**config.mk**
```make
export PLATFORM = sky130hd
export DESIGN_NAME = pc_sequencer
export DESIGN_NICKNAME = d
export VERILOG_FILES = /design/src/rtl/pc_sequencer.sv
export SDC_FILE = /design/constraint.sdc
export NUM_CORES = 1
export LEC_CHECK = 0
export ABC_AREA = 1
export ABC_CLOCK_PERIOD_IN_PS = 2380
export BUFFER_PORTS_ARGS = -buffer_cell sky130_fd_sc_hd__buf_4
export CAP_MARGIN = 10
export CORE_MARGIN = 2
export CORE_UTILIZATION = 45
export DETAILED_ROUTE_END_ITERATION = 7
export HOLD_SLACK_MARGIN = 0.03
export PLACE_DENSITY = 0.8
export SKIP_CTS_REPAIR_TIMING = 1
export SLEW_MARGIN = 40
export SYNTH_ARGS = -nofsm -noshare
export SYNTH_HDL_FRONTEND = slang
export SYNTH_SLANG_ARGS = --single-unit
```
**constraint.sdc**
```tcl
create_clock -name clk -period 2.38 [get_ports clk]
set_input_delay 0.119 -clock clk [delete_from_list [all_inputs] [get_ports clk]]
set_output_delay 0.119 -clock clk [all_outputs]
set_load 0.01 [all_outputs]
```
**src/rtl/pc_sequencer.sv**
```systemverilog
// pc_sequencer: next-PC unit for an RV32IC core.
// Owns the architectural PC and picks the next fetch address from sequential (+2/+4), branch,
// JAL, JALR or the trap vector. Redirects that arrive during a stall (or a halt request) are
// parked in a one-entry pending buffer. Misaligned redirect targets trap to TRAP_VEC and
// capture the faulting PC in epc. A BOOT/RUN/HALT machine gates fetch_valid.
//
// Ports:
//   clk            rising-edge clock
//   rst            asynchronous active-low reset
//   select         00 sequential, 01 branch_pc, 10 jalr_pc, 11 jal_pc
//   is_compressed  current instruction is 16-bit (step 2 instead of 4 when SUPPORT_C = 1)
//   branch_pc      branch target
//   jal_pc         JAL target
//   jalr_pc        JALR target, bit 0 cleared internally
//   stall          hold PC
//   trap_req       trap request (ecall/ebreak/illegal)
//   halt_req       request to enter HALT
//   resume         leave HALT
//   pc             current fetch PC
//   fetch_valid    pc is a valid fetch address
//   epc            PC of the trapping / misaligned-redirect instruction
//   misalign_exc   one-cycle pulse after a misaligned redirect
//   flush          one-cycle pulse after any non-sequential PC update
module pc_sequencer #(
  parameter int unsigned          XLEN      = 32,
  parameter logic [XLEN-1:0]      RESET_PC  = '0,
  parameter logic [XLEN-1:0]      TRAP_VEC  = XLEN'(32'h0000_0100),
  parameter bit                   SUPPORT_C = 1'b1
) (
  input  logic            clk,
  input  logic            rst,
  input  logic [1:0]      select,
  input  logic            is_compressed,
  input  logic [XLEN-1:0] branch_pc,
  input  logic [XLEN-1:0] jal_pc,
  input  logic [XLEN-1:0] jalr_pc,
  input  logic            stall,
  input  logic            trap_req,
  input  logic            halt_req,
  input  logic            resume,
  output logic [XLEN-1:0] pc,
  output logic            fetch_valid,
  output logic [XLEN-1:0] epc,
  output logic            misalign_exc,
  output logic            flush
);

  typedef enum logic [1:0] {StBoot, StRun, StHalt} state_e;

  state_e          state_q;
  logic [XLEN-1:0] pc_q;
  logic [XLEN-1:0] epc_q;
  logic [XLEN-1:0] pend_pc_q;
  logic            pend_valid_q;
  logic            fetch_valid_q;
  logic            flush_q;
  logic            misalign_q;

  logic [XLEN-1:0] target;
  logic [XLEN-1:0] seq_pc;
  logic [XLEN-1:0] step;
  logic            redirect;
  logic            misaligned;
  logic            bad_redirect;
  logic            legal_redirect;
  logic            unused_jalr_lsb;

  assign unused_jalr_lsb = jalr_pc[0];

  always_comb begin
    target = '0;
    unique case (select)
      2'b01:   target = branch_pc;
      2'b10:   target = {jalr_pc[XLEN-1:1], 1'b0};
      2'b11:   target = jal_pc;
      default: target = '0;
    endcase
  end

  always_comb begin
    redirect       = (select != 2'b00);
    // Without the C extension every instruction is word-aligned, so bit 1 is illegal too.
    misaligned     = target[0] | (!SUPPORT_C & target[1]);
    bad_redirect   = redirect & misaligned;
    legal_redirect = redirect & !misaligned;
    step           = (SUPPORT_C && is_compressed) ? XLEN'(2) : XLEN'(4);
    seq_pc         = pc_q + step;
  end

  always_ff @(posedge clk or negedge rst) begin
    if (!rst) begin
      state_q       <= StBoot;
      pc_q          <= RESET_PC;
      epc_q         <= '0;
      pend_pc_q     <= '0;
      pend_valid_q  <= 1'b0;
      fetch_valid_q <= 1'b0;
      flush_q       <= 1'b0;
      misalign_q    <= 1'b0;
    end else begin
      flush_q    <= 1'b0;
      misalign_q <= 1'b0;
      unique case (state_q)
        StBoot: begin
          state_q       <= StRun;
          fetch_valid_q <= 1'b1;
        end
        StRun: begin
          if (trap_req || bad_redirect) begin
            // Traps and misaligned targets ignore stall and beat a same-cycle halt request.
            pc_q         <= TRAP_VEC;
            epc_q        <= pc_q;
            flush_q      <= 1'b1;
            misalign_q   <= !trap_req;
            pend_valid_q <= 1'b0;
          end else if (stall || halt_req) begin
            // PC holds; park a legal redirect so it is not lost across the stall or halt.
            if (legal_redirect) begin
              pend_valid_q <= 1'b1;
              pend_pc_q    <= target;
            end
            if (halt_req) begin
              state_q       <= StHalt;
              fetch_valid_q <= 1'b0;
            end
          end else if (legal_redirect) begin
            // A fresh redirect supersedes whatever is pending.
            pc_q         <= target;
            flush_q      <= 1'b1;
            pend_valid_q <= 1'b0;
          end else if (pend_valid_q) begin
            pc_q         <= pend_pc_q;
            flush_q      <= 1'b1;
            pend_valid_q <= 1'b0;
          end else begin
            pc_q <= seq_pc;
          end
        end
        StHalt: begin
          if (trap_req) begin
            pc_q          <= TRAP_VEC;
            epc_q         <= pc_q;
            flush_q       <= 1'b1;
            pend_valid_q  <= 1'b0;
            state_q       <= StRun;
            fetch_valid_q <= 1'b1;
          end else if (resume) begin
            state_q       <= StRun;
            fetch_valid_q <= 1'b1;
          end
        end
        default: begin
          state_q       <= StBoot;
          fetch_valid_q <= 1'b0;
        end
      endcase
    end
  end

  assign pc           = pc_q;
  assign epc          = epc_q;
  assign fetch_valid  = fetch_valid_q;
  assign flush        = flush_q;
  assign misalign_exc = misalign_q;

endmodule

```
**Word level (Yosys, flattened, before mapping)**

Cells that the tools add are included.

- Multiplexer cells: 36
- Add/sub/neg operators: 1
- Eq/ne operators: 13
- Reduce and logical (&&, ||, !) cells: 12
- Bitwise logic cells: 3

Operators by type and width:

| operator | number |
|---|---|
| two-way mux 32 bit | 7 |
| case mux 32 bit (2 select lines) | 2 |
| case mux 32 bit (3 select lines) | 1 |
| adder 32 x 3 -> 32 bit | 1 |
| two-way mux 1 bit | 16 |
| two-way mux 2 bit | 5 |
| != test 2 bit, second input constant | 5 |
| AND reduction 3 bit | 3 |
| AND reduction 4 bit | 2 |
| equality test 2 bit, second input constant | 3 |
| != test 3 bit, second input constant | 2 |
| case mux 2 bit (3 select lines) | 1 |
| equality test 2 x 1 -> 1 bit, second input constant | 2 |
| != test 4 bit, second input constant | 1 |
| case mux 1 bit (2 select lines) | 2 |
| nonzero test 2 bit | 2 |
| two-way mux 3 bit | 1 |
| case mux 1 bit (3 select lines) | 1 |
| AND 1 bit | 2 |
| zero test 1 bit | 2 |
| zero test 2 bit | 1 |
| logical OR 1 bit | 2 |
| inverter 1 bit | 1 |

- Output and inout bits: 67
- Flip-flop bits (word level): 102

**Longest topological paths before layout**

Gate-level depths: netlist of the first run.

- Depth in word-level cells: 8
- Gate-level depth with buffers: 12

**Worst setup path after synthesis of the first run**

OpenSTA, ideal clock, no wires.

- Path kind: reg-to-reg
- Start: register pc_q[1] (netlist: pc[1])
- End: register pc_q[29] (netlist: pc[29])
- Slack: 514 ps
- Cell stages (with the launch flop): 12
- Period minus slack after synthesis: 1866 ps
- Data required time: 2264 ps
- Data arrival time: 1750 ps
- Path through: dfrtp_1 -> ha_1 -> inv_1 -> fa_1 -> inv_1 -> nand3_1 -> nor2_1 -> nand3_1 -> nand3_1 -> nand2_1 -> nand2_1 -> nand2_1

- Word-level cells in the longest chain between the ends: 6

RTL lines:

| item | RTL line | text |
|---|---|---|
| start: declaration | 51 | `logic [XLEN-1:0] pc_q;` |
| start signal: assignment | 128 | `pc_q <= target;` |
| start signal: assignment | 132 | `pc_q <= pend_pc_q;` |
| start signal: assignment | 136 | `pc_q <= seq_pc;` |
| adder 32 x 3 -> 32 bit | 87 | `seq_pc = pc_q + step;` |
| two-way mux 32 bit | 131 | `end else if (pend_valid_q) begin` |
| two-way mux 32 bit | 126 | `end else if (legal_redirect) begin` |
| two-way mux 32 bit | 116 | `end else if (stall \|\| halt_req) begin` |
| two-way mux 32 bit | 109 | `if (trap_req \|\| bad_redirect) begin` |
| case mux 32 bit (2 select lines) | 103 | `unique case (state_q)` |

No other way between the ends. The select of a mux whose other input is x is not followed.
A chain may end at the register's enable or synchronous reset.

**Worst setup path after layout of the first run**

Same ends and word-level chain as after synthesis.

==> impl_metrics.prom, run 1 <==
# TYPE chip_impl_metric gauge
chip_impl_info{name="run_status",value="finished, final reports clean"} 1
chip_impl_metric{name="core-area",unit="µm²"} 13800
chip_impl_metric{name="power.density_cell_area",unit="nW/µm²"} 820
chip_impl_info{name="critical_path_cell_sequence",value="ha_1 -> inv_1 -> fa_1 -> inv_1 -> nand3_1 -> nor2_1 -> nand3_1 -> nand3_1 -> nand2_1 -> nand2_1 -> nand2_1"} 1
chip_impl_info{name="critical_path_launch_point_type",value="flip-flop"} 1
chip_impl_metric{name="globalplace.congestion",unit=""} 0.899
chip_impl_metric{name="worst_ep_arrival_time",unit="ns"} 2.39
chip_impl_metric{name="synthDistinctLibCells",unit=""} 34
chip_impl_metric{name="grt_max_degree",unit=""} 69
chip_impl_metric{name="p_comb_share",unit="%"} 39.0
chip_impl_metric{name="post_synth.cell_area_avg",unit="µm²"} 6.61
chip_impl_metric{name="setup_viol",unit=""} 0
chip_impl_metric{name="final_design_area_no_fill",unit="µm²"} 8010
chip_impl_metric{name="numClockSinks",unit=""} 101
chip_impl_metric{name="power.static_leakage",unit="nW"} 4.12
chip_impl_info{name="crit_path_top_delay_cell",value="sky130_fd_sc_hd__fa_1"} 1
chip_impl_metric{name="io_buffers",unit=""} 170
chip_impl_info{name="setup_repair_after_global_routing_missed_its_margin",value="no"} 1
chip_impl_metric{name="drv_cap",unit=""} 0
chip_impl_metric{name="post-layout-total-power",unit="mW"} 6.57
chip_impl_metric{name="yosysSeqAreaShare",unit="%"} 40.1
chip_impl_metric{name="total_area_of_multi_input_combinational_cells",unit="µm²"} 3120
chip_impl_metric{name="cp_data_required_time",unit="ns"} 2.63
chip_impl_metric{name="vdd_drop_max",unit="mV"} 0.378
chip_impl_metric{name="final_max_slew_viol_count",unit=""} 0
chip_impl_metric{name="hold_depth",unit=""} 3
chip_impl_metric{name="drt_iter0_markers",unit=""} 634
chip_impl_metric{name="die_height",unit="µm"} 122
chip_impl_metric{name="nets_in_the_synthesized_netlist",unit=""} 1064
chip_impl_info{name="cts_tree",value="built"} 1
chip_impl_metric{name="design.die.area",unit="µm²"} 15000
chip_impl_metric{name="synthToLayoutAreaGrowth",unit="%"} 27.3
chip_impl_metric{name="antenna_left",unit=""} 0
chip_impl_metric{name="start_util",unit="%"} 45.7
chip_impl_metric{name="final_util",unit="%"} 58.2
chip_impl_metric{name="hold_viol",unit=""} 0
chip_impl_metric{name="floorplan.io_pins",unit=""} 172
chip_impl_metric{name="achievable-frequency",unit="MHz"} 466
chip_impl_metric{name="drc_errors",unit=""} 0
chip_impl_metric{name="detail_route.wl_per_cell",unit="µm"} 14.2
chip_impl_info{name="worst_hold_path_type",value="in2reg"} 1
chip_impl_info{name="cp-end-kind",value="flip-flop"} 1
chip_impl_metric{name="clk_latency",unit="ns"} 0.35
chip_impl_info{name="yosysMostFrequentCell",value="sky130_fd_sc_hd__nand2_1"} 1
chip_impl_metric{name="net-switching-power",unit="mW"} 2.57
chip_impl_metric{name="detailedPlace.worstSlack",unit="ns"} 0.239
chip_impl_metric{name="yosysWarnings",unit=""} 0
chip_impl_metric{name="ff_latch_area",unit="µm²"} 2530
chip_impl_metric{name="synth.top_cell.area_share",unit="%"} 40.1
chip_impl_metric{name="n_antenna_cell",unit=""} 0
chip_impl_metric{name="synth.ff_latch_count",unit=""} 101
chip_impl_info{name="critical_path_class",value="reg2reg"} 1
chip_impl_metric{name="route.final.wire_length",unit="mm"} 18.4
chip_impl_metric{name="post-dp-hpwl",unit="mm"} 14.2
chip_impl_info{name="netlist.top_cell.by_area",value="sky130_fd_sc_hd__dfrtp_1"} 1
chip_impl_metric{name="finish.net_count",unit=""} 1224
chip_impl_metric{name="seq_power_share",unit="%"} 39.9
chip_impl_metric{name="wire_length_of_the_first_global_routing_pass",unit="mm"} 29.9
chip_impl_metric{name="grt_overflow_total",unit=""} 0
chip_impl_metric{name="grtUsageTotal",unit="%"} 25.4
chip_impl_metric{name="fp.dieW",unit="µm"} 122
chip_impl_metric{name="crit_path_max_incr_delay",unit="ns"} 0.43
chip_impl_info{name="ys_top_cells_by_area",value="sky130_fd_sc_hd__dfrtp_1, sky130_fd_sc_hd__nand2_1, sky130_fd_sc_hd__inv_1"} 1
chip_impl_metric{name="antenna_found_initial",unit=""} 0
chip_impl_metric{name="synthCells",unit=""} 953
chip_impl_metric{name="clock_path_buffers",unit=""} 2
chip_impl_metric{name="setup_total_negative_slack",unit="ns"} 0
chip_impl_metric{name="num-fill-cells",unit=""} 1366
chip_impl_metric{name="drive_above_1_share",unit="%"} 19.4
chip_impl_metric{name="netlist_area",unit="µm²"} 6300
chip_impl_metric{name="final.setup_skew",unit="ns"} 0.00975
chip_impl_metric{name="detailed_route_vias_per_instance",unit=""} 5.06
chip_impl_metric{name="post-route-min-period",unit="ns"} 2.14
chip_impl_metric{name="clock_tree.htree_level_count",unit=""} 3
chip_impl_metric{name="post_dp_cell_area",unit="µm²"} 7720
chip_impl_metric{name="worst-path-max-fanout",unit=""} 5
chip_impl_metric{name="number_of_clock_buffers_inserted_by_tritoncts",unit=""} 9
chip_impl_metric{name="synth-edff-count",unit=""} 0
chip_impl_metric{name="worst-slew-pin-transition",unit="ns"} 0.732
chip_impl_metric{name="timing.final.crit_share",unit="%"} 90.1
chip_impl_metric{name="max_slew_margin",unit="%"} 51.1
chip_impl_metric{name="route.vias.total",unit=""} 6562
chip_impl_metric{name="ys_async_sr_fraction",unit="%"} 100
chip_impl_metric{name="sw_frac_of_total",unit="%"} 39.1
chip_impl_metric{name="p_clk_share",unit="%"} 21.1
chip_impl_metric{name="cts.clk_slew.worst_paths",unit="ns"} 0.07
chip_impl_metric{name="cell_internal_pwr",unit="mW"} 4.00
chip_impl_metric{name="reg2regPathDepth",unit=""} 11
chip_impl_info{name="yosys_most_used_dff",value="sky130_fd_sc_hd__dfrtp_1"} 1
chip_impl_metric{name="finalWorstSetupSlack",unit="ns"} 0.236
chip_impl_metric{name="std_cell_rows",unit=""} 43
chip_impl_metric{name="first_global_vias",unit=""} 5973
chip_impl_info{name="root_buffer",value="sky130_fd_sc_hd__clkbuf_16"} 1
chip_impl_metric{name="detailedRoute.firstPassIterationCount",unit=""} 5
chip_impl_info{name="synth_commonest_cells",value="sky130_fd_sc_hd__nand2_1, sky130_fd_sc_hd__inv_1, sky130_fd_sc_hd__nor2_1, sky130_fd_sc_hd__dfrtp_1, sky130_fd_sc_hd__nand3_1"} 1
==> placed cells by master (no fill, tap or decap), types with 2 or more instances in the layout <==
cell	n
sky130_fd_sc_hd__dlygate4sd3_1	2
sky130_fd_sc_hd__a22o_1	4
sky130_fd_sc_hd__clkbuf_16	9
sky130_fd_sc_hd__inv_1	111
sky130_fd_sc_hd__nand2_1	362
sky130_fd_sc_hd__dfrtp_1	101
sky130_fd_sc_hd__o21ai_0	58
sky130_fd_sc_hd__o21ai_2	5
sky130_fd_sc_hd__buf_12	3
sky130_fd_sc_hd__inv_2	4
sky130_fd_sc_hd__ha_1	5
sky130_fd_sc_hd__o21ai_1	35
sky130_fd_sc_hd__nand4_1	3
sky130_fd_sc_hd__nand2_4	4
sky130_fd_sc_hd__inv_6	2
sky130_fd_sc_hd__nor3_1	2
sky130_fd_sc_hd__o31ai_1	2
sky130_fd_sc_hd__buf_4	179
sky130_fd_sc_hd__nor2_1	104
sky130_fd_sc_hd__o211ai_1	10
sky130_fd_sc_hd__o22ai_1	5
sky130_fd_sc_hd__nand3_1	79
sky130_fd_sc_hd__clkinvlp_4	2
sky130_fd_sc_hd__a21oi_1	9
sky130_fd_sc_hd__xor2_1	3
==> cell families (layout without fill, tap and decap cells) <==
group                      count (synthesis)  after routing  share of synthesized area, %
AOI/OAI and AO/OA                        133            133                          12.1
xor gates and xnor gates                   3              3                         0.417
adders and majority gates                  6              6                          1.31
buffers and inverters                    152            317                          10.4
DFF                                      101            101                          40.1
and+or+nand+nor                          558            558                          35.6
==> registers in the layout, indices dropped and copies added (netlist names) <==
signal        flops
epc              32
flush             1
misalign_exc      1
pc               32
pend_pc_q        32
pend_valid_q      1
state_q           2
==> worst paths after layout <==
path                                   start            to  slack (ns)
worst max-delay path                   pc[1]        pc[29]        0.24
worst min-delay path            branch_pc[4]  pend_pc_q[4]        0.11
worst max register to register         pc[1]        pc[29]        0.24
worst min register to register       epc[11]       epc[11]        0.48
max in group asynchronous                rst         pc[7]        1.41
min in group asynchronous                rst       epc[22]        0.25
==> power groups by stage <==
| stage | Combinational, mW | Clock, mW | Sequential (mW) |
|---|---|---|---|
| global route | 2.90 | 1.47 | 2.68 |
| finish | 2.56 | 1.39 | 2.62 |
| CTS | 2.57 | 1.41 | 2.61 |
| detailed placement | 2.55 | 0 | 2.65 |
| global placement | 2.49 | 0 | 2.63 |
| floorplan | 1.50 | 0 | 2.67 |
==> worst max-delay path, delay by kind of cell (launching register included) <==
family,cells,cell delay (ns)
DFF,1,0.37
buffers and inverters,2,0.23
adders and majority gates,2,0.64
and+or+nand+nor,7,0.81
==> area by class of cell <==
| cell class | instances | area share (%) |
|---|---|---|
| Tap cell | 180 | 2.81 |
| Clock inverter | 6 | 0.578 |
| Sequential cell | 101 | 31.5 |
| Inverter | 117 | 5.51 |
| Multi-Input combinational cell | 700 | 38.9 |
| Clock buffer | 10 | 2.86 |
| Timing Repair Buffer | 184 | 17.8 |
==> through the flow <==
stage | hold slack (ns) | cells
floorplan | -0.177 | 953
global placement | 0.0925 | 1280
detailed placement | 0.0930 | 1280
CTS | -0.277 | 1296
global route | 0.129 | 1298
finish | 0.107 | 1298
==> metal layers <==
layer | GRT usage, % | up-vias | routed length, µm
li1 | - | 3314 | -
met5 | 0 | - | 0
met2 | 38.2 | 259 | 8030
met3 | 3.90 | 23 | 1270
met4 | 6.54 | 0 | 325
met1 | 38.2 | 2966 | 8820
Note: power is estimated with default switching activity, not from simulation.
==> run 2: changes to the inputs <==
--- a/config.mk
+++ b/config.mk
@@ -14,6 +14,7 @@
 export DETAILED_ROUTE_END_ITERATION = 7
 export HOLD_SLACK_MARGIN = 0.03
 export PLACE_DENSITY = 0.8
+export RECOVER_POWER = 25
 export SKIP_CTS_REPAIR_TIMING = 1
 export SLEW_MARGIN = 40
 export SYNTH_ARGS = -nofsm -noshare
==> constraint.sdc (replaced) <==
create_clock -name clk -period 2.38 [get_ports clk]
set_input_delay 0.119 -clock clk [delete_from_list [all_inputs] [get_ports clk]]
set_output_delay 0.119 -clock clk [all_outputs]
set_load 0.02 [all_outputs]
==> impl_metrics.prom, run 2 (synthesized netlist as in run 1, its figures left out) <==
# TYPE chip_impl_metric gauge
chip_impl_metric{name="setup_total_negative_slack",unit="ns"} 0
chip_impl_info{name="cts_tree",value="built"} 1
chip_impl_metric{name="hold_slack",unit="ns"} 0.104
chip_impl_metric{name="clock_path_buffers",unit=""} 2
chip_impl_metric{name="die_height",unit="µm"} 122
chip_impl_info{name="setup_repair_after_global_routing_missed_its_margin",value="no"} 1
chip_impl_metric{name="drv_cap",unit=""} 1
chip_impl_info{name="terminus_of_the_critical_flop_to_flop_path",value="pc[29]"} 1
chip_impl_metric{name="final_design_area_no_fill",unit="µm²"} 7880
chip_impl_metric{name="io_buffers",unit=""} 170
chip_impl_metric{name="cts.clk_slew.worst_paths",unit="ns"} 0.07
chip_impl_info{name="cp-end-kind",value="flip-flop"} 1
chip_impl_metric{name="detailed_route_vias_per_instance",unit=""} 5.04
chip_impl_metric{name="drt_iter0_markers",unit=""} 591
chip_impl_info{name="violations_in_the_final_reports",value="max-capacitance violations, max-slew violations"} 1
chip_impl_metric{name="grtUsageTotal",unit="%"} 25.4
chip_impl_metric{name="core-area",unit="µm²"} 13800
chip_impl_metric{name="clk_latency",unit="ns"} 0.35
chip_impl_metric{name="design.die.area",unit="µm²"} 15000
chip_impl_metric{name="route.vias.total",unit=""} 6548
chip_impl_info{name="run_status",value="finished with violations"} 1
chip_impl_info{name="worst_hold_path_type",value="in2reg"} 1
chip_impl_metric{name="post_dp_cell_area",unit="µm²"} 7720
chip_impl_metric{name="vdd_drop_max",unit="mV"} 0.377
chip_impl_metric{name="antenna_left",unit=""} 0
chip_impl_metric{name="post-layout-total-power",unit="mW"} 6.64
chip_impl_metric{name="placed_cells",unit=""} 1280
chip_impl_metric{name="grt_overflow_total",unit=""} 0
chip_impl_metric{name="detailedRoute.firstPassIterationCount",unit=""} 6
chip_impl_metric{name="reg2regPathDepth",unit=""} 11
chip_impl_metric{name="power.density_cell_area",unit="nW/µm²"} 843
chip_impl_metric{name="wire_length_of_the_first_global_routing_pass",unit="mm"} 29.9
chip_impl_metric{name="detailedPlace.worstSlack",unit="ns"} 0.239
chip_impl_info{name="startpoint",value="pc[1]"} 1
chip_impl_metric{name="post-route-min-period",unit="ns"} 2.13
chip_impl_metric{name="drc_errors",unit=""} 0
chip_impl_metric{name="first_global_vias",unit=""} 5973
chip_impl_info{name="layout.cells.most_common_list",value="sky130_fd_sc_hd__nand2_1, sky130_fd_sc_hd__buf_4, sky130_fd_sc_hd__inv_1"} 1
chip_impl_info{name="root_buffer",value="sky130_fd_sc_hd__clkbuf_16"} 1
chip_impl_metric{name="final.setup_skew",unit="ns"} 0.00947
chip_impl_metric{name="max_slew_margin",unit="%"} -22.0
chip_impl_metric{name="floorplan.io_pins",unit=""} 172
chip_impl_metric{name="total_area_of_multi_input_combinational_cells",unit="µm²"} 3120
chip_impl_metric{name="ff_latch_area",unit="µm²"} 2530
chip_impl_metric{name="worst-path-max-fanout",unit=""} 5
chip_impl_metric{name="setup_viol",unit=""} 0
chip_impl_info{name="endpoint",value="pc[29]"} 1
chip_impl_metric{name="timing.final.crit_share",unit="%"} 89.5
chip_impl_info{name="most_frequent_standard_cell_in_the_layout_excluding_fill_and_tap_cells",value="sky130_fd_sc_hd__nand2_1"} 1
chip_impl_metric{name="route.final.wire_length",unit="mm"} 18.5
chip_impl_metric{name="detail_route.wl_per_cell",unit="µm"} 14.2
chip_impl_metric{name="finalWorstSetupSlack",unit="ns"} 0.250
chip_impl_metric{name="final_instance_count_excl_fillers",unit=""} 1298
chip_impl_info{name="rr_startpoint",value="pc[1]"} 1
chip_impl_metric{name="std_cell_rows",unit=""} 43
chip_impl_metric{name="post-dp-hpwl",unit="mm"} 14.2
chip_impl_metric{name="reg2reg_setup_slack",unit="ns"} 0.25
chip_impl_metric{name="drive_above_1_share",unit="%"} 16.3
chip_impl_metric{name="fp.dieW",unit="µm"} 122
chip_impl_metric{name="power.static_leakage",unit="nW"} 3.98
chip_impl_metric{name="number_of_clock_buffers_inserted_by_tritoncts",unit=""} 9
chip_impl_metric{name="n_antenna_cell",unit=""} 0
chip_impl_metric{name="numClockSinks",unit=""} 101
chip_impl_metric{name="antenna_found_initial",unit=""} 0
chip_impl_info{name="critical_path_class",value="reg2reg"} 1
chip_impl_metric{name="start_util",unit="%"} 45.7
chip_impl_metric{name="synthToLayoutAreaGrowth",unit="%"} 25.2
chip_impl_info{name="critical_path_launch_point_type",value="flip-flop"} 1
chip_impl_metric{name="finish.net_count",unit=""} 1224
chip_impl_metric{name="grt_max_degree",unit=""} 69
chip_impl_metric{name="globalplace.congestion",unit=""} 0.899
chip_impl_metric{name="num-fill-cells",unit=""} 1383
chip_impl_metric{name="worst_ep_arrival_time",unit="ns"} 2.38
chip_impl_metric{name="clock_tree.htree_level_count",unit=""} 3
chip_impl_metric{name="final_max_slew_viol_count",unit=""} 34
chip_impl_metric{name="hold_viol",unit=""} 0
chip_impl_metric{name="worst-slew-pin-transition",unit="ns"} 1.83
chip_impl_metric{name="final_util",unit="%"} 57.2
chip_impl_metric{name="achievable-frequency",unit="MHz"} 469
chip_impl_metric{name="cp_data_required_time",unit="ns"} 2.63
[run 2: cell type report]
| class | count | area share (%) |
|---|---|---|
| multi-input combinational | 700 | 39.6 |
| sequential | 101 | 32.1 |
| timing repair buffer | 184 | 16.4 |
| inverter | 117 | 5.60 |
| clock buffer | 10 | 2.91 |
| tap | 180 | 2.86 |
| clock inverter | 6 | 0.587 |
[run 2: worst min-delay path by stage]
stage | to | depth (start not counted) | startpoint | slack, ns
finish | pend_pc_q[4] | 3 | branch_pc[4] | 0.10
global route | pend_pc_q[4] | 3 | branch_pc[4] | 0.13
CTS | epc[22] | 1 | rst | -0.28
detailed placement | epc[22] | 1 | rst | 0.09
global placement | epc[24] | 1 | rst | 0.09
floorplan | epc[0] | 0 | rst | -0.18
[run 2: critical path, stage by stage (launching register included)]
cell	delay, ns
sky130_fd_sc_hd__dfrtp_1	0.36
sky130_fd_sc_hd__ha_1	0.21
sky130_fd_sc_hd__inv_1	0.06
sky130_fd_sc_hd__fa_1	0.43
sky130_fd_sc_hd__inv_1	0.17
sky130_fd_sc_hd__nand3_1	0.16
sky130_fd_sc_hd__nor2_1	0.29
sky130_fd_sc_hd__nand3_1	0.12
sky130_fd_sc_hd__nand3_1	0.09
sky130_fd_sc_hd__nand2_1	0.06
sky130_fd_sc_hd__nand2_1	0.05
sky130_fd_sc_hd__nand2_1	0.04
[run 2: report_power, final]
group | switching, mW | internal, mW
Clock | 0.671 | 0.718
Sequential | 0.371 | 2.24
Combinational | 1.73 | 0.910
Total | 2.77 | 3.87
[run 2: per-layer routing]
metal | global-route usage, % | wire [µm]
met1 | 38.2 | 8810
met2 | 38.2 | 8000
met3 | 3.90 | 1340
met4 | 6.54 | 328
met5 | 0 | 0
==> run 3: changes to the inputs <==
--- a/config.mk
+++ b/config.mk
@@ -9,7 +9,7 @@
 export ABC_CLOCK_PERIOD_IN_PS = 2380
 export BUFFER_PORTS_ARGS = -buffer_cell sky130_fd_sc_hd__buf_4
 export CAP_MARGIN = 10
-export CORE_MARGIN = 2
+export CORE_MARGIN = 3
 export CORE_UTILIZATION = 45
 export DETAILED_ROUTE_END_ITERATION = 7
 export HOLD_SLACK_MARGIN = 0.03
==> impl_metrics.prom, run 3 (synthesized netlist as in run 1, its figures left out) <==
# TYPE chip_impl_metric gauge
chip_impl_metric{name="final_util",unit="%"} 59.3
chip_impl_metric{name="power.static_leakage",unit="nW"} 4.06
chip_impl_metric{name="globalplace.congestion",unit=""} 0.924
chip_impl_metric{name="final_max_slew_viol_count",unit=""} 0
chip_impl_metric{name="worst_ep_arrival_time",unit="ns"} 2.39
chip_impl_metric{name="n_antenna_cell",unit=""} 0
chip_impl_info{name="timing.hold.worst_endpoint",value="pend_pc_q[4]"} 1
chip_impl_metric{name="p_comb_share",unit="%"} 38.9
chip_impl_metric{name="setup_viol",unit=""} 0
chip_impl_info{name="critical-path-top-delay-family",value="simple AND/OR/NAND/NOR gates"} 1
chip_impl_metric{name="worst-path-max-fanout",unit=""} 5
chip_impl_metric{name="cts.clk_slew.worst_paths",unit="ns"} 0.06
chip_impl_metric{name="setup_total_negative_slack",unit="ns"} 0
chip_impl_metric{name="drv_cap",unit=""} 0
chip_impl_metric{name="detailed_route_vias_per_instance",unit=""} 5.08
chip_impl_metric{name="achievable-frequency",unit="MHz"} 462
chip_impl_metric{name="max_slew_margin",unit="%"} 27.1
chip_impl_metric{name="fp.dieW",unit="µm"} 124
chip_impl_metric{name="finish.net_count",unit=""} 1224
chip_impl_info{name="critical_path_class",value="reg2reg"} 1
chip_impl_metric{name="hold_viol",unit=""} 0
chip_impl_metric{name="antenna_found_initial",unit=""} 0
chip_impl_metric{name="reg2regPathDepth",unit=""} 11
chip_impl_metric{name="reg2reg_setup_slack",unit="ns"} 0.22
chip_impl_metric{name="synthToLayoutAreaGrowth",unit="%"} 26.6
chip_impl_metric{name="post_dp_cell_area",unit="µm²"} 7710
chip_impl_info{name="worst_hold_path_type",value="in2reg"} 1
chip_impl_metric{name="numClockSinks",unit=""} 101
chip_impl_metric{name="core-area",unit="µm²"} 13500
chip_impl_metric{name="power.density_cell_area",unit="nW/µm²"} 874
chip_impl_metric{name="grt_overflow_total",unit=""} 0
chip_impl_metric{name="std_cell_rows",unit=""} 42
chip_impl_metric{name="drc_errors",unit=""} 0
chip_impl_metric{name="cell_internal_pwr",unit="mW"} 4.24
chip_impl_metric{name="die_height",unit="µm"} 124
chip_impl_metric{name="p_clk_share",unit="%"} 23.5
chip_impl_metric{name="clk_latency",unit="ns"} 0.34
chip_impl_metric{name="placed_cells",unit=""} 1276
chip_impl_metric{name="floorplan.io_pins",unit=""} 172
chip_impl_info{name="crit_path_top_delay_cell",value="sky130_fd_sc_hd__fa_1"} 1
chip_impl_metric{name="final_instance_count_excl_fillers",unit=""} 1293
chip_impl_metric{name="hold_depth",unit=""} 3
chip_impl_info{name="terminus_of_the_critical_flop_to_flop_path",value="pc[13]"} 1
chip_impl_metric{name="wire_length_of_the_first_global_routing_pass",unit="mm"} 30.5
chip_impl_info{name="run_status",value="finished, final reports clean"} 1
chip_impl_info{name="root_buffer",value="sky130_fd_sc_hd__clkbuf_16"} 1
chip_impl_metric{name="design.die.area",unit="µm²"} 15400
chip_impl_metric{name="cp_data_required_time",unit="ns"} 2.61
chip_impl_metric{name="final_design_area_no_fill",unit="µm²"} 7970
chip_impl_metric{name="drt_iter0_markers",unit=""} 748
chip_impl_info{name="timing.hold.worst.start",value="branch_pc[4]"} 1
chip_impl_metric{name="worst-slew-pin-transition",unit="ns"} 1.09
chip_impl_info{name="setup_repair_after_global_routing_missed_its_margin",value="no"} 1
chip_impl_info{name="cp-end-kind",value="flip-flop"} 1
chip_impl_metric{name="drive_above_1_share",unit="%"} 17.5
chip_impl_metric{name="detail_route.wl_per_cell",unit="µm"} 14.5
chip_impl_metric{name="route.final.wire_length",unit="mm"} 18.8
chip_impl_metric{name="post-route-min-period",unit="ns"} 2.16
chip_impl_info{name="critical_path_cell_sequence",value="ha_1 -> inv_1 -> fa_1 -> inv_1 -> nand3_1 -> nor2_1 -> nand2_1 -> nand3_1 -> nand3_1 -> nand2_1 -> nand2_1"} 1
chip_impl_metric{name="number_of_clock_buffers_inserted_by_tritoncts",unit=""} 9
chip_impl_metric{name="grt_max_degree",unit=""} 62
chip_impl_metric{name="grtUsageTotal",unit="%"} 23.9
chip_impl_info{name="critical_path_launch_point_type",value="flip-flop"} 1
chip_impl_metric{name="path_depth",unit=""} 11
chip_impl_metric{name="post-dp-hpwl",unit="mm"} 14.4
chip_impl_metric{name="num-fill-cells",unit=""} 1340
chip_impl_metric{name="detailedRoute.firstPassIterationCount",unit=""} 7
chip_impl_metric{name="start_util",unit="%"} 46.8
chip_impl_info{name="rr_startpoint",value="pc[1]"} 1
chip_impl_metric{name="sw_frac_of_total",unit="%"} 39.2
chip_impl_metric{name="clock_path_buffers",unit=""} 2
chip_impl_metric{name="io_buffers",unit=""} 170
chip_impl_metric{name="first_global_vias",unit=""} 6148
chip_impl_info{name="layout.cells.most_common_list",value="sky130_fd_sc_hd__nand2_1, sky130_fd_sc_hd__buf_4, sky130_fd_sc_hd__inv_1"} 1
chip_impl_metric{name="final.setup_skew",unit="ns"} 0.00599
chip_impl_info{name="most_frequent_standard_cell_in_the_layout_excluding_fill_and_tap_cells",value="sky130_fd_sc_hd__nand2_1"} 1
chip_impl_metric{name="route.vias.total",unit=""} 6569
chip_impl_metric{name="seq_power_share",unit="%"} 37.6
chip_impl_metric{name="vdd_drop_max",unit="mV"} 0.432
chip_impl_metric{name="clock_tree.htree_level_count",unit=""} 3
chip_impl_metric{name="crit_path_max_incr_delay",unit="ns"} 0.45
chip_impl_metric{name="buffers_inverters_on_critical_path",unit=""} 2
chip_impl_metric{name="antenna_left",unit=""} 0
chip_impl_metric{name="timing.final.crit_share",unit="%"} 90.9
chip_impl_info{name="cts_tree",value="built"} 1
chip_impl_metric{name="net-switching-power",unit="mW"} 2.73
[run 3: cell types whose count changed in the layout (fill, tap and decap cells not counted), sizes merged]
| cell | before | now |
|---|---|---|
| clkinvlp | 2 | 1 |
| buf | 147 | 161 |
| inv | 118 | 116 |
| clkbuf | 45 | 32 |
| clkinv | 3 | 1 |
| bufinv | 0 | 3 |
[run 3: area by class of cell]
type,instances,area [µm²],share of cell area [%]
inverters,117,442,5.54
multi-input cells,700,3120,39.1
clock inverters,4,97.6,1.22
well taps,176,220,2.76
clock buffers,11,233,2.92
repair buffers,184,1340,16.7
flip-flops and latches,101,2530,31.7
[run 3: tightest hold or removal path, cell delays in order]
cell and delay, ns:
sky130_fd_sc_hd__buf_4 0.08, sky130_fd_sc_hd__a21oi_1 0.11, sky130_fd_sc_hd__a21oi_2 0.11
[run 3: worst max-delay path by stage]
| stage | from | end | slack (ns) |
|---|---|---|---|
| detailed placement | pc[1] | pc[13] | 0.25 |
| floorplan | pc[1] | pc[29] | 0.42 |
| CTS | pc[1] | pc[13] | 0.22 |
| global route | rst | state_q[0] | 0.04 |
| global placement | pc[1] | pc[29] | 0.31 |
| finish | pc[1] | pc[13] | 0.22 |
[run 3: power by group through the flow]
stage          clock (mW)  combinational [mW]  sequential (mW)
2_1_floorplan           0                1.50             2.87
5_1_grt              1.74                3.02             2.68
6_report             1.64                2.71             2.62
3_3_place_gp            0                2.71             2.62
4_1_cts              1.67                2.79             2.61
3_5_place_dp            0                2.76             2.64
[run 3: stage by stage]
step           total power, mW  worst slack (ns)  hold slack [ns]
6_report                  6.97             0.216            0.121
5_1_grt                   7.44            0.0399            0.147
4_1_cts                   7.08             0.217           -0.208
3_5_place_dp              5.41             0.254            0.155
3_3_place_gp              5.32             0.306            0.154
2_1_floorplan             4.36             0.421           -0.177
[run 3: per-layer routing]
layer  up-vias  share of wire (%)  track usage [%]  routed length, µm
li1       3303                  -                -                  -
met1      2947                 46             35.0               8730
met2       290                 44             36.2               8190
met3        29                7.8             4.29               1470
met4         0                2.1             7.09                392
met5         -                  0                0                  0
